## config.mk

```make
export PLATFORM = sky130hd
export DESIGN_NAME = uart_rx_deframer
export DESIGN_NICKNAME = d
export VERILOG_FILES = /design/src/rtl/uart_pkg.sv /design/src/rtl/uart_rx_sync.sv /design/src/rtl/uart_rx_deframer.sv
export SDC_FILE = /design/constraint.sdc
export NUM_CORES = 1
export LEC_CHECK = 0
export ABC_AREA = 0
export BUFFER_PORTS_ARGS = -buffer_cell sky130_fd_sc_hd__buf_2
export CORE_MARGIN = 4
export CORE_UTILIZATION = 54
export DETAILED_ROUTE_END_ITERATION = 8
export HOLD_SLACK_MARGIN = 0.1
export PLACE_DENSITY = 0.85
export SYNTH_ARGS = -nofsm -noshare
export SYNTH_HDL_FRONTEND = slang
export SYNTH_HIERARCHICAL = 1
export SYNTH_SLANG_ARGS = --single-unit
export TNS_END_PERCENT = 5
```

## constraint.sdc

```tcl
create_clock -name clk -period 2.57 [get_ports clk]
set_clock_uncertainty 0.05 [all_clocks]
set_input_delay 0.1285 -clock clk [delete_from_list [all_inputs] [get_ports clk]]
set_output_delay 0.1285 -clock clk [all_outputs]
set_load 0.01 [all_outputs]
```

## src/rtl/uart_pkg.sv

```systemverilog
// uart_pkg: shared UART encodings, FSM states and frame helpers
package uart_pkg;
  localparam logic [1:0] LEN_5 = 2'b00;
  localparam logic [1:0] LEN_6 = 2'b01;
  localparam logic [1:0] LEN_7 = 2'b10;
  localparam logic [1:0] LEN_8 = 2'b11;
  typedef enum logic [2:0] {IDLE, START, DATA, PARITY, STOP1, STOP2, BREAK} state_t;
  function automatic logic [3:0] len_bits(input logic [1:0] len);
    return 4'd5 + {2'b00, len};
  endfunction
  function automatic logic parity(input logic [7:0] d, input logic [1:0] len, input logic odd);
    logic [7:0] m;
    m = 8'hFF >> (4'd8 - len_bits(len));
    return (^(d & m)) ^ odd;
  endfunction
endpackage

```

## src/rtl/uart_rx_sync.sv

```systemverilog
// uart_rx_sync: multi-flop synchroniser for the asynchronous rx line, idles high
module uart_rx_sync #(
  parameter int STAGES = 2
) (
  input  logic clk,
  input  logic rst,
  input  logic rx,
  output logic rxs
);
  logic [STAGES-1:0] ff;
  // shift rx through the chain; reset to the idle (high) level
  always_ff @(posedge clk) ff <= !rst ? '1 : {ff[STAGES-2:0], rx};
  assign rxs = ff[STAGES-1];
endmodule

```

## src/rtl/uart_rx_deframer.sv

```systemverilog
// uart_rx_deframer: UART receive deframer; define UART_RX_MAJORITY_VOTE_EN for 2-of-3 bit voting
module uart_rx_deframer
  import uart_pkg::*;
#(
  parameter int OVERSAMPLE  = 16,
  parameter int SYNC_STAGES = 2
) (
  input  logic       clk,
  input  logic       rst,
  input  logic       baud_tick,
  input  logic       rx,
  input  logic [1:0] cfg_len,
  input  logic       cfg_par_en,
  input  logic       cfg_par_odd,
  input  logic       cfg_stop2,
  output logic [7:0] data,
  output logic       data_valid,
  output logic       parity_err,
  output logic       frame_err,
  output logic       busy
);
  localparam int TW = $clog2(OVERSAMPLE);
  localparam logic [TW-1:0] HALF = TW'(OVERSAMPLE / 2 - 1);
  localparam logic [TW-1:0] FULL = TW'(OVERSAMPLE - 1);
  state_t        state;
  logic          rxs, bit_v, samp, perr;
  logic [TW-1:0] tcnt;
  logic [2:0]    bcnt;
  logic [7:0]    shr;
  logic [1:0]    c_len;
  logic          c_par_en, c_par_odd, c_stop2;
  uart_rx_sync #(.STAGES(SYNC_STAGES)) u_sync (.clk(clk), .rst(rst), .rx(rx), .rxs(rxs));
`ifdef UART_RX_MAJORITY_VOTE_EN
  logic [1:0] hist;
  // keep the two previous tick samples so the vote spans three consecutive ticks
  always_ff @(posedge clk) hist <= !rst ? 2'b11 : baud_tick ? {hist[0], rxs} : hist;
  assign bit_v = (hist[1] & hist[0]) | (hist[1] & rxs) | (hist[0] & rxs);
`else
  assign bit_v = rxs;
`endif
  assign samp = baud_tick && tcnt == (state == START ? HALF : FULL);
  assign busy = state != IDLE;
  // frame FSM: every transition and counter step is qualified by baud_tick
  always_ff @(posedge clk) begin
    if (!rst) begin
      state      <= IDLE;
      tcnt       <= '0;
      bcnt       <= '0;
      shr        <= '0;
      perr       <= 1'b0;
      data       <= '0;
      data_valid <= 1'b0;
      parity_err <= 1'b0;
      frame_err  <= 1'b0;
      c_len      <= LEN_8;
      c_par_en   <= 1'b0;
      c_par_odd  <= 1'b0;
      c_stop2    <= 1'b0;
    end else begin
      data_valid <= 1'b0;
      if (baud_tick) begin
        tcnt <= (state == IDLE || samp) ? '0 : tcnt + TW'(1);
        case (state)
          IDLE: if (!rxs) begin
            state     <= START;
            c_len     <= cfg_len;
            c_par_en  <= cfg_par_en;
            c_par_odd <= cfg_par_odd;
            c_stop2   <= cfg_stop2;
          end
          START: if (samp) begin
            state <= bit_v ? IDLE : DATA;
            bcnt  <= '0;
            shr   <= '0;
            perr  <= 1'b0;
          end
          DATA: if (samp) begin
            shr[bcnt] <= bit_v;
            bcnt      <= bcnt + 3'd1;
            if (bcnt == 3'(len_bits(c_len) - 4'd1)) state <= c_par_en ? PARITY : STOP1;
          end
          PARITY: if (samp) begin
            perr  <= bit_v != parity(shr, c_len, c_par_odd);
            state <= STOP1;
          end
          STOP1, STOP2: if (samp) begin
            if (state == STOP1 && c_stop2 && bit_v && !perr) state <= STOP2;
            else begin
              data       <= shr;
              parity_err <= perr;
              frame_err  <= !bit_v;
              data_valid <= 1'b1;
              state      <= bit_v ? IDLE : BREAK;
            end
          end
          BREAK: if (rxs) state <= IDLE;
          default: state <= IDLE;
        endcase
      end
    end
  end
endmodule

```

==> results.txt <==
----------------------------------------------------
[Die]
  Number of cell rows ... 21
  Die span in x ... 69.0 µm
  Floorplan Core Area ... about 3500 µm²
  Num ports ... 21
  Effective utilization at floorplan ... 0.579
  Vert. Die Dim ... roughly 69 µm
  Die Footprint ... around 4800 µm²

[Setup path]
  Maximum fanout along the worst path ... 6
  Endpoint kind of the worst setup timing path ... flip-flop
  Crit-path max cell delay ... roughly 0.42 ns
  Worst-path cell chain ... inv_1 > ha_1 > xor2_1 > or4_1 > a31o_2 > and2_1 > o221a_2
  Path type of the worst setup path ... reg2reg
  Required arrival time at the worst endpoint ... about 2.7 ns
  Slowest cell on the critical path ... sky130_fd_sc_hd__dfxtp_1
  Element type at the critical path start ... flip-flop
  Arrival time reported for the critical path endpoint ... roughly 2.3 ns

[Clocking]
  Post-CTS resize count ... 0
  Clock sink total ... 37
  H-tree depth reported by CTS ... 2
  Total of hold buffers inserted after clock tree synthesis ... 7
  TritonCTS clock tree ... done
  Total CTS buffers ... 5
  Clock latency of the later-clocked register in the worst-skew pair ... about 0.29 ns
  Clk root buf ... sky130_fd_sc_hd__clkbuf_8
  Setup Buffers After CTS ... 0
  Number of buffers on the longest clock path ... 2
  Clock transition at the register clock pins on the worst setup and hold paths after CTS ... roughly 0.070 ns

[Layout]
  Antenna diode instance count ... 0
  Multi-input logic area ... 1160 µm²
  Area Growth Syn to Fin ... 13.7%
  Fill count ... about 290
  Post-layout utilization of the core ... 0.658
  Number of nets in the finished design ... 260
  Register cell area after layout ... 741 µm²
  Share of post-route cells with drive strength above 1 ... 0.162

[STA]
  Setup violation total in the final timing report ... 0
  Worst slew margin relative to its limit ... 0.686
  Number of pins with negative max-slew slack in the final report ... 0
  Maximum achievable frequency ... about 0.45 GHz
  Tmin final ... around 2.2 ns
  Final Hold Vio Count ... 0
  TNS Setup ... 0 ns
  Fin crit share ... 0.860
  RSZ-0062 raised after global routing ... no
  Transition time of the tightest slew-check pin ... around 0.47 ns

[Power]
  Switching share of power ... 0.211
  Areal power density over the cells ... 497 nW/µm²
  Sequential power share ... 0.515
  Overall power after layout ... between 1 and 1.5 mW
  Cell internal pwr ... 894 µW
  Leak ... slightly above 0.9 nW
  Combinational power share ... 0.060
  IR Drop Worst-Case VDD ... approximately 0.00044 V
  Clock network fraction of design power ... 0.425
  Reported net switching power ... roughly 240 µW

[Hold path]
  Min-delay worst type ... in2reg

[Run status]
  Outcome ... complete, no violations

[Logic synthesis]
  Number of warnings reported in the yosys synthesis log ... 6
  Prevailing post-synth register cell ... sky130_fd_sc_hd__dfxtp_1
  Share of flip-flops with an asynchronous set or reset after synthesis ... 0
  Portion of the post-synthesis area used by sequential elements ... 0.369
  Mapped Cells ... ~230
  Net count of the mapped netlist ... roughly 240
  Number of enable-type register cells in the synthesized netlist ... 0
  Area of the mapped netlist ... about 2000 µm²
  Mean cell area of the mapped netlist ... 8.92 µm²
  Cell variety after synth ... 49
  Seq cells post-synth ... 37

[Detailed routing]
  Vias after detailed routing ... about 1.6k
  Pre-Repair DR Iteration Count ... 4
  Post-DR wirelength/cell ... around 14 µm
  Starting DRT DRC Count ... around 130
  Wire length after detailed routing ... between 4000 and 5000 µm
  Detail-routed via count per cell ... approximately 5.6
  Post-route DRC ... 0
  Final ANT Viol Nets ... 0

[Global route]
  Number of global-route vias before repair ... approximately 1.5k
  Antenna violations before repair ... 0
  Overall track demand over capacity in global routing ... 0.197
  Maximum number of pins on one net before global-route repair ... 37
  Global-route wire length before repair ... roughly 6800 µm
  Remaining global-route overflow ... 0

[Run]
  Max-cap viol count ... 0

[Placement]
  Dpl hpwl ... 2800 µm
  Count of input and output buffers ... 20
  Global placer's final weighted congestion ... 0.905

----------------------------------------------------
==> layer usage <==
metal,track usage,up-vias,wire (µm)
li1,-,825,-
met3,0.0616,7,196
met2,0.314,46,1920
met4,0.0949,0,95
met1,0.239,751,1850
met5,0,-,0
==> layout by cell type (no fill, tap or decap), types with 3 or more instances in the layout <==
master,count
sky130_fd_sc_hd__o211ai_1,3
sky130_fd_sc_hd__ha_1,4
sky130_fd_sc_hd__o21ai_0,9
sky130_fd_sc_hd__xnor2_1,8
sky130_fd_sc_hd__inv_1,9
sky130_fd_sc_hd__mux2i_1,21
sky130_fd_sc_hd__a21oi_1,7
sky130_fd_sc_hd__nor2_1,8
sky130_fd_sc_hd__nand2b_1,3
sky130_fd_sc_hd__nor2b_1,17
sky130_fd_sc_hd__a21boi_0,3
sky130_fd_sc_hd__dfxtp_1,37
sky130_fd_sc_hd__nand3_1,6
sky130_fd_sc_hd__or4_1,3
sky130_fd_sc_hd__clkbuf_8,5
sky130_fd_sc_hd__and2_1,7
sky130_fd_sc_hd__nand2_1,24
sky130_fd_sc_hd__dlygate4sd3_1,7
sky130_fd_sc_hd__xor2_1,3
sky130_fd_sc_hd__or3_1,4
sky130_fd_sc_hd__nand3b_1,3
sky130_fd_sc_hd__buf_2,20
==> power by group through the flow <==
stage	Combinational, mW	Sequential, mW	Clock, mW
after floorplan	0.0473	0.593	0
after global placement	0.0581	0.597	0
after detailed placement	0.0590	0.597	0
after CTS	0.0676	0.584	0.491
after global routing	0.0753	0.584	0.515
final	0.0679	0.584	0.482
==> worst max-delay path, delay by kind of cell, from the launching register on <==
kind,cells,cell delay [ns]
AO/OA/AOI/OAI,2,0.50
XOR/XNOR,1,0.16
adder cells (fa/ha/maj),1,0.33
buffers and inverters,1,0.07
flip-flops,1,0.42
AND/OR/NAND/NOR,2,0.57
==> sequential cells by signal, summed over array words and instances (netlist names) <==
register	flops
data	8
shr	8
tcnt	4
bcnt	3
state	3
c_len	2
u_sync/ff	2
c_par_en	1
c_par_odd	1
c_stop2	1
data_valid	1
frame_err	1
parity_err	1
perr	1
==> cell type report <==
class / count / share of cell area
clock inverter: 2 / 0.0154
tap: 46 / 0.0252
timing repair buffer: 29 / 0.0812
multi-input combinational: 165 / 0.509
inverter: 9 / 0.0148
clock buffer: 5 / 0.0302
sequential: 37 / 0.325
==> synthesized netlist by cell type (2+ instances only) <==
master	n	area, µm²
sky130_fd_sc_hd__buf_2	4	20.0
sky130_fd_sc_hd__o21ai_0	9	45.0
sky130_fd_sc_hd__xnor2_1	8	70.1
sky130_fd_sc_hd__nand4_1	2	12.5
sky130_fd_sc_hd__clkbuf_1	7	26.3
sky130_fd_sc_hd__mux2i_1	21	210
sky130_fd_sc_hd__o211ai_1	3	22.5
sky130_fd_sc_hd__or4_1	3	22.5
sky130_fd_sc_hd__or3_1	4	25.0
sky130_fd_sc_hd__inv_1	9	33.8
sky130_fd_sc_hd__nand3_1	6	30.0
sky130_fd_sc_hd__o311ai_0	2	17.5
sky130_fd_sc_hd__dfxtp_1	37	741
sky130_fd_sc_hd__nand2_1	24	90.1
sky130_fd_sc_hd__nor2b_1	17	106
sky130_fd_sc_hd__a21o_1	2	15.0
sky130_fd_sc_hd__nand3b_1	3	22.5
sky130_fd_sc_hd__nor3_1	2	10.0
sky130_fd_sc_hd__xor2_1	3	26.3
sky130_fd_sc_hd__a21boi_1	2	15.0
sky130_fd_sc_hd__nor4b_1	2	17.5
sky130_fd_sc_hd__a21boi_0	3	22.5
sky130_fd_sc_hd__nor2_1	8	30.0
sky130_fd_sc_hd__o211a_1	2	20.0
sky130_fd_sc_hd__and2_1	7	43.8
sky130_fd_sc_hd__ha_1	4	50.1
sky130_fd_sc_hd__nand2b_1	3	18.8
sky130_fd_sc_hd__a21oi_1	7	35.0
==> stage by stage <==
step                      hold slack (ns)  setup WS (ns)  cells  instance area (µm²)
after CTS                           0.106          0.361    293                 2280
after global routing                0.142          0.259    293                 2280
final                               0.110          0.360    293                 2280
after floorplan                     0.152          0.483    225                 2010
after detailed placement            0.269          0.373    279                 2110
after global placement              0.265          0.434    279                 2110
==> worst paths after layout <==
check	start	endpoint	depth (start not counted)	slack (ns)
max	c_len[0]	state[0]	7	0.36
min	baud_tick	tcnt[1]	3	0.11
max reg2reg	c_len[0]	state[0]	7	0.36
min reg2reg	u_sync/ff[0]	u_sync/ff[1]	1	0.36
==> logic make-up after synthesis <==
group | synth area share
AND/OR/NAND/NOR | 0.257
AO/OA/AOI/OAI | 0.138
flip-flops | 0.369
buffers and inverters | 0.0530
multiplexers | 0.110
XOR/XNOR | 0.0480
adder cells (fa/ha/maj) | 0.0249
Power figures use the tool's default switching activity.
